**src/rtl/sobel_stream.sv**
```systemverilog
// Streaming 3x3 Sobel edge magnitude over a raster pixel stream with valid/ready handshakes.
// Optional macro SOBEL_THRESH_EN binarises the magnitude against THRESH.
module sobel_stream #(
    parameter int PIX_W  = 8,
    parameter int IMG_W  = 64,
    parameter int IMG_H  = 64,
    parameter int THRESH = 128
) (
    input  logic             CLOCK,
    input  logic             RESET,
    input  logic [PIX_W-1:0] in_pixel,
    input  logic             in_valid,
    input  logic             in_sof,
    output logic             in_ready,
    output logic [PIX_W-1:0] out_pixel,
    output logic             out_valid,
    output logic             out_last,
    input  logic             out_ready
);

    localparam int CW = $clog2(IMG_W);
    localparam int RW = $clog2(IMG_H);
    localparam int MW = PIX_W + 4;
    localparam logic [CW-1:0] COL_LAST = CW'(IMG_W - 1);
    localparam logic [RW-1:0] ROW_LAST = RW'(IMG_H - 1);
    localparam logic [MW-1:0] PIX_MAX  = MW'((1 << PIX_W) - 1);

    logic [CW-1:0]    r_col;
    logic [RW-1:0]    r_row;
    logic [PIX_W-1:0] r_lb1 [IMG_W];
    logic [PIX_W-1:0] r_lb2 [IMG_W];
    // Two oldest window columns (c-2, c-1); the third column is the live incoming one.
    logic [PIX_W-1:0] r_win [3][2];

    logic             w_accept;
    logic [CW-1:0]    w_col;
    logic [RW-1:0]    w_row;
    logic [PIX_W-1:0] w_top;
    logic [PIX_W-1:0] w_mid;
    logic [PIX_W-1:0] w_p [3][3];
    logic             w_emit;
    logic             w_last;
    logic signed [MW-1:0] w_gx;
    logic signed [MW-1:0] w_gy;
    logic [MW-1:0]    w_ax;
    logic [MW-1:0]    w_ay;
    logic [MW-1:0]    w_mag;
    logic [PIX_W-1:0] w_out;

    function automatic logic signed [MW-1:0] sx(input logic [PIX_W-1:0] v);
        return signed'(MW'(v));
    endfunction

    assign in_ready = !out_valid || out_ready;
    assign w_accept = in_valid && in_ready;

    // A start-of-frame pixel forces position (0,0) regardless of the counters.
    assign w_col = in_sof ? '0 : r_col;
    assign w_row = in_sof ? '0 : r_row;

    assign w_top  = r_lb2[w_col];
    assign w_mid  = r_lb1[w_col];
    assign w_emit = (w_row >= RW'(2)) && (w_col >= CW'(2));
    assign w_last = (w_row == ROW_LAST) && (w_col == COL_LAST);

    always_comb begin
        for (int i = 0; i < 3; i++) begin
            w_p[i][0] = r_win[i][0];
            w_p[i][1] = r_win[i][1];
        end
        w_p[0][2] = w_top;
        w_p[1][2] = w_mid;
        w_p[2][2] = in_pixel;
    end

    assign w_gx = (sx(w_p[0][2]) + (sx(w_p[1][2]) <<< 1) + sx(w_p[2][2]))
                - (sx(w_p[0][0]) + (sx(w_p[1][0]) <<< 1) + sx(w_p[2][0]));
    assign w_gy = (sx(w_p[2][0]) + (sx(w_p[2][1]) <<< 1) + sx(w_p[2][2]))
                - (sx(w_p[0][0]) + (sx(w_p[0][1]) <<< 1) + sx(w_p[0][2]));
    assign w_ax  = w_gx[MW-1] ? MW'(-w_gx) : MW'(w_gx);
    assign w_ay  = w_gy[MW-1] ? MW'(-w_gy) : MW'(w_gy);
    assign w_mag = w_ax + w_ay;

`ifdef SOBEL_THRESH_EN
    localparam logic [MW-1:0] THR = MW'(THRESH);
    assign w_out = (w_mag > THR) ? '1 : '0;
`else
    assign w_out = (w_mag > PIX_MAX) ? '1 : w_mag[PIX_W-1:0];
`endif

    // Line buffers are read-before-write at the same column and never reset.
    always_ff @(posedge CLOCK) begin
        if (w_accept) begin
            r_lb1[w_col] <= in_pixel;
            r_lb2[w_col] <= w_mid;
        end
    end

    always_ff @(posedge CLOCK or posedge RESET) begin
        if (RESET) begin
            r_col     <= '0;
            r_row     <= '0;
            out_pixel <= '0;
            out_valid <= 1'b0;
            out_last  <= 1'b0;
            for (int i = 0; i < 3; i++) begin
                for (int j = 0; j < 2; j++) begin
                    r_win[i][j] <= '0;
                end
            end
        end else begin
            if (w_accept) begin
                if (w_col == COL_LAST) begin
                    r_col <= '0;
                    r_row <= (w_row == ROW_LAST) ? '0 : w_row + RW'(1);
                end else begin
                    r_col <= w_col + CW'(1);
                    r_row <= w_row;
                end
                for (int i = 0; i < 3; i++) begin
                    r_win[i][0] <= r_win[i][1];
                    r_win[i][1] <= w_p[i][2];
                end
                out_valid <= w_emit;
                if (w_emit) begin
                    out_pixel <= w_out;
                    out_last  <= w_last;
                end
            end else if (out_ready) begin
                out_valid <= 1'b0;
            end
        end
    end

endmodule

```
**config.mk**
```make
export PLATFORM = sky130hd
export DESIGN_NAME = sobel_stream
export DESIGN_NICKNAME = d
export VERILOG_FILES = /design/src/rtl/sobel_stream.sv
export SDC_FILE = /design/constraint.sdc
export NUM_CORES = 2
export LEC_CHECK = 0
export CORE_MARGIN = 2
export CORE_UTILIZATION = 60
export CTS_CLUSTER_SIZE = 28
export DETAILED_ROUTE_END_ITERATION = 10
export PLACE_DENSITY = 0.72
export SLEW_MARGIN = 15
export SYNTH_ARGS = -nofsm -noshare
export SYNTH_HDL_FRONTEND = slang
export SYNTH_SLANG_ARGS = --single-unit
```
**constraint.sdc**
```tcl
create_clock -name CLOCK -period 9.6 [get_ports CLOCK]
set_clock_uncertainty 0.1 [all_clocks]
set_input_delay 0.96 -clock CLOCK [delete_from_list [all_inputs] [get_ports CLOCK]]
set_output_delay 0.96 -clock CLOCK [all_outputs]
set_load 0.03 [all_outputs]
```
; Word-level counts from Yosys, hierarchy flattened
; Memories as Yosys holds them, arrays and structs flattened.
; Cells that the tools add are included.
[totals]
regBits = 70
mem_bits_rw = 1024
in_bits = 13
output_inout_bits = 11
wordCells = 52
memories = 2
[classes]
n_addsub = 15
order_cmp = 3
n_eq_ne = 2
n_mux = 12
reduce_logical = 7
[mem_list]
columns = name, words, width, rd, rd_ports_with_merged_regs, write_ports, line
row1 = r_lb1, 64, 8, 1, 0, 1, 30  ; logic [PIX_W-1:0] r_lb1 [IMG_W];
row2 = r_lb2, 64, 8, 1, 0, 1, 31  ; logic [PIX_W-1:0] r_lb2 [IMG_W];
[ops]
columns = operator, n
row1 = adder 10 x 8 -> 11 bit, 4
row2 = adder 8 x 9 -> 10 bit, 4
row3 = two-way mux 6 bit, 5
row4 = two-way mux 12 bit, 2
row5 = negation 12 bit, 2
row6 = subtractor 11 x 11 -> 12 bit, 2
row7 = adder 12 bit, 1
row8 = adder 6 x 1 -> 6 bit (second input constant), 2
row9 = equality test 6 bit (second input constant), 2
row10 = greater-or-equal comparator 6 x 2 -> 1 bit (second input constant), 2
row11 = greater-than comparator 12 x 8 -> 1 bit (second input constant), 1
row12 = two-way mux 8 bit, 1
row13 = two-way mux 1 bit, 4
row14 = logical AND 1 bit, 3
row15 = AND reduction 2 bit, 1
row16 = nonzero test 2 bit, 1
row17 = zero test 1 bit, 1
row18 = logical OR 1 bit, 1

; Logic depth before layout (Yosys ltp)
; An unclocked memory read counts as a cell.
[depth]
word_depth = 10
ltp_mapped = 33
depth_no_buf = 29

; Worst setup path before layout
; OpenSTA, ideal clock, no wires.
[synth_timing]
path_kind = input -> register
start = input in_sof
end = register out_pixel[0]
setup_ps = 139
arrival_time_ps = 8460
required_ps = 9361
slack_ps = 901
path_stages = 30
path_buffers = 4
cell_sequence = buf_6 or3b_1 buf_2 buf_2 buf_2 o22ai_1 nor3_1 o22ai_1 nand4b_1 inv_1 fa_1 fa_1 inv_1 fa_1 fa_1 a21oi_1 o21ai_0 o311ai_0 nand2_1 a21o_1 nor2_1 xor2_1 ha_1 nor2b_1 o21ai_0 a21boi_0 o21ai_0 nand4b_1 a2111oi_4 a21oi_1
[synth_between]
elab_chain_len = 10
elab_cells_between_ends = 20
cone_classes = add/sub (8) / order compare (3) / mux (5) / reduce/logical (2) / memory (2)
[synth_rtl]
columns = element, line
row1 = start: declaration, 13  ; input logic in_sof,
row2 = two-way mux 6 bit *, 58  ; assign w_col = in_sof ? '0 : r_col;
row3 = memory (64 x 8 bit) *, n/a
row4 = named net w_mid[1], 39  ; logic [PIX_W-1:0] w_mid;
row5 = adder 8 x 9 -> 10 bit *, 76  ; assign w_gx = (sx(w_p[0][2]) + (sx(w_p[1][2]) <<< 1) + sx(w_p[2][2]))
row6 = adder 10 x 8 -> 11 bit *, 76
row7 = subtractor 11 x 11 -> 12 bit *, 77  ; - (sx(w_p[0][0]) + (sx(w_p[1][0]) <<< 1) + sx(w_p[2][0]));
row8 = negation 12 bit, 80  ; assign w_ax = w_gx[MW-1] ? MW'(-w_gx) : MW'(w_gx);
row9 = two-way mux 12 bit *, 80
row10 = adder 12 bit *, 82  ; assign w_mag = w_ax + w_ay;
row11 = greater-than comparator 12 x 8 -> 1 bit, 88  ; assign w_out = (w_mag > PIX_MAX) ? '1 : w_mag[PIX_W-1:0];
row12 = two-way mux 8 bit *, 88
row13 = end signal: assignment, 126  ; out_pixel <= w_out;
row14 = end: declaration, 15  ; output logic [PIX_W-1:0] out_pixel,
; Mark *: on every way through the listed nets, which the timed path passes. The rest lies on a longest branch.
; A chain may end at the register's enable or synchronous reset.

; Worst setup path in the final report
[layout_timing]
start = register r_col[2]
end = register out_pixel[2]
[layout_between]
elab_chain_len = 10
elab_cells_between_ends = 18
cone_classes = add/sub (8) / order compare (2) / mux (4) / reduce/logical (2) / memory (2)
[layout_rtl]
columns = element, line
row1 = start: declaration, 28  ; logic [CW-1:0] r_col;
row2 = start signal: assignment, 117  ; r_col <= w_col + CW'(1);
row3 = two-way mux 6 bit *, 58
row4 = memory (64 x 8 bit) (on tied branches), n/a
row5 = adder 8 x 9 -> 10 bit, 76
row6 = adder 10 x 8 -> 11 bit, 76
row7 = subtractor 11 x 11 -> 12 bit, 77
row8 = negation 12 bit, 80
row9 = two-way mux 12 bit, 80
row10 = adder 12 bit, 82
row11 = greater-than comparator 12 x 8 -> 1 bit, 88
row12 = two-way mux 8 bit, 88
; Mark *: on every way between the ends. The rest lies on a longest branch, timed or not.

==> metrics.md <==
| Metric | Value |
|---|---|
| Clock Latency Late Sink | `0.71 ns` |
| Row Count | `101` |
| Status | `finished, final reports clean` |
| Final Non-Filler Cells | `4309` |
| Fraction of layout cells with a size suffix above 1 | `0.1684` |
| RSZ-0062 raised after global routing | `no` |
| Clock slew at reported path FFs | `0.06 ns` |
| DP Cell Count | `4097` |
| DRT Pass-1 Iters | `9` |
| Minimum clock period | `9.298 ns` |
| CTS tree | `built` |
| Register area share after synthesis | `0.7070` |
| Post-synth EDFFs | `1024` |
| Crit path capture type | `flip-flop` |
| R2R Path Start | `r_col[2]$_DFFE_PP0P_` |
| GR Overflow Total | `0` |
| Fillers | `5116` |
| GP Congestion | `1.079` |
| Post-Syn Area | `45970 sq um` |
| H-tree levels | `3` |
| Largest net degree at the start of global routing | `71` |
| Min-delay worst type | `reg -> reg` |
| NumNets Final | `3301` |
| Area Overhead vs Synth | `13.01%` |
| GRT Util Overall | `0.4110` |
| Mapped Cells | `2981` |
| Post-Route Setup TNS | `0 ns` |
| Pwr dens | `372.9 nW/um^2` |
| Slowest stage delay, CP | `0.91 ns` |
| Synth Area per Inst | `15.42 sq um` |
| Max-Cap Viols | `0` |
| Worst path required time | `10.03 ns` |
| DIE AREA | `78850 sq um` |
| FF+latch count, synth | `1094` |
| Leakage | `17.87 nW` |
| Area contributors post-synth | `edfxtp_1 67%, dfrtp_1 3.8%, mux2i_1 3.2%` |
| Main synth FF type | `edfxtp_1` |
| DR iter-0 viols | `5266` |
| Bufs on Longest Clock Path | `3` |
| Hold path startpoint | `r_win[17]$_DFFE_PP0P_` |
| Hold-fix buffers, CTS | `0` |
| Commonest non-fill, non-tap cell in the layout | `edfxtp_1` |
| Vias/cell | `7.153` |
| Peak VDD IR | `1.250 mV` |
| Most frequent cells in the layout | `1024 x edfxtp_1, 226 x buf_4, 194 x nor2_1, 183 x o22ai_1, 171 x nand2_1` |
| Die H | `280.8 um` |
| IO Count | `24` |
| Vias in the first global route | `29.13k` |
| Period utilization | `0.9685` |
| Area leader, netlist | `edfxtp_1` |
| Final Hold Violating Endpoints | `0` |
| Worst Tran Pin Value | `1.244 ns` |
| Total chip power | `19.37 mW` |
| Starting Density | `0.6053` |
| WL final | `161500 um` |
| CP Class | `reg -> reg` |
| Ys Warns | `0` |
| Worst setup startpoint | `r_col[2]$_DFFE_PP0P_` |
| Slew HR | `0.1697` |
| Port Buffers | `23` |
| # clock sinks | `1094` |
| Pins over their slew limit | `0` |
| Routed Antenna Nets | `0` |
| Peak Freq | `107.6 MHz` |
| First-pass GRT wire length | `222700 um` |
| CP max stage cell | `dfrtp_4` |
| Crit path launch type | `flip-flop` |
| CTS buffer count | `106` |
| Via count | `30.82k` |
| Post-Syn Nets | `3098` |
| Distinct cell type count after synthesis | `93` |
| Post-route DRC | `0` |
| Core footprint | `75950 sq um` |
| CP arrival | `9.72 ns` |
| Share of the synthesized area in the top cell type | `0.6689` |
| Root Buffer | `clkbuf_16` |
| Asr flop ratio synth | `0.06399` |
| DP Wirelength | `102400 um` |
| Die Wd | `280.8 um` |
| Antenna violations before repair | `9` |
| Crit-path max FO | `42` |
| Routed len/inst | `37.49 um` |
| Setup-failing EPs final | `0` |
state kept, by name (all words and copies together) (netlist names):
| signal | flops |
|---|---|
| r_col | 6 |
| r_lb1 | 512 |
| r_win | 48 |
| out_last | 1 |
| r_row | 6 |
| r_lb2 | 512 |
| out_valid | 1 |
| out_pixel | 8 |
critical path: cells and delay by family (launching register included):
kind                       cells  cell delay (ns)
DFF                            1             0.91
muxes                          1             0.23
and+or+nand+nor                8             1.80
buffers and inverters          5             1.21
adders and majority gates      5             2.20
AOI/OAI and AO/OA             10             2.48
xor gates and xnor gates       1             0.16
logic make-up (layout without fill, tap and decap cells):
kind of cell,after synthesis,in the layout,synth area share
xor gates and xnor gates,31,31,0.005906
muxes,243,243,0.05885
other,0,7,0
buffers and inverters,275,565,0.03002
AOI/OAI and AO/OA,684,684,0.1031
DFF,1094,1094,0.7070
adders and majority gates,104,104,0.03860
and+or+nand+nor,550,551,0.05648
worst paths after layout:
path,slack [ns],to,cells after the start
worst max-delay path,0.30,out_pixel[2]$_DFFE_PP0P_,30
min in group asynchronous,0.81,r_col[1]$_DFFE_PP0P_,3
worst min-delay path,0.36,r_win[25]$_DFFE_PP0P_,2
worst min register to register,0.36,r_win[25]$_DFFE_PP0P_,2
worst max register to register,0.30,out_pixel[2]$_DFFE_PP0P_,30
max in group asynchronous,7.88,r_col[2]$_DFFE_PP0P_,3
per-layer routing:
layer  wire, um  global-route usage  vias to the layer above  share of wire
met2      67840              0.5810                     2861           0.42
met1      56210              0.5500                    15230           0.35
met4      11970              0.2378                        6          0.074
met5         41                   0                        -        0.00025
met3      25490              0.1519                      668           0.16
li1           -                   -                    12060              -
synth_stat cells, types with 15 or more instances:
cell type     n
nand2b_1     16
dfrtp_1      70
o221ai_1     31
a21oi_1     102
buf_2        46
ha_1         41
xor2_1       15
xnor2_1      16
inv_1       105
nor3_1       39
clkbuf_1     64
a22oi_1      39
o22a_1       27
mux2i_1     145
buf_6        27
nand3_1      16
nor2_1      197
a31oi_1      15
nor2b_1      25
o21ai_0      75
o22ai_1     183
mux2_2       84
nand2_1     172
buf_4        19
a211oi_1     32
a221oi_1     38
edfxtp_1   1024
fa_1         63
a22o_1       16
layout make-up:
class / count / area, sq um / share of cell area
clock inverters: 64 / 665.6 / 0.01281
diodes: 7 / 17.52 / 0.0003372
inverters: 108 / 405.4 / 0.007803
well taps: 1030 / 1289 / 0.02481
repair buffers: 261 / 2120 / 0.04080
flip-flops and latches: 1094 / 32510 / 0.6258
multi-input cells: 1613 / 12160 / 0.2341
clock buffers: 132 / 2781 / 0.05354
through the flow:
stage / cell area [sq um] / hold slack (ns) / setup slack, ns / util
floorplan: 45970 / 0.3348 / 0.9007 / -
global placement: 48350 / 0.3485 / 0.1646 / 0.6366
detailed placement: 48350 / 0.3576 / 0.2803 / 0.6366
CTS: 51790 / 0.3598 / 0.4960 / 0.6820
global route: 51940 / 0.3913 / 0.02364 / 0.6838
finish: 51950 / 0.3565 / 0.3024 / 0.6840
repair_timing:
| item | CTS | global route |
|---|---|---|
| resized for setup | 0 | 7 |
| setup endpoints to repair | 0 | 8 |
| setup buffers | 0 | 8 |
power by group:
| part | leakage (nW) | switching, mW | internal, mW |
|---|---|---|---|
| clock network | 1.67 | 1.84 | 2.31 |
| registers | 10.1 | 0.0973 | 5.44 |
| logic | 6.12 | 5.72 | 3.96 |
| total | 17.9 | 7.66 | 11.7 |
Power figures use the tool's default switching activity.
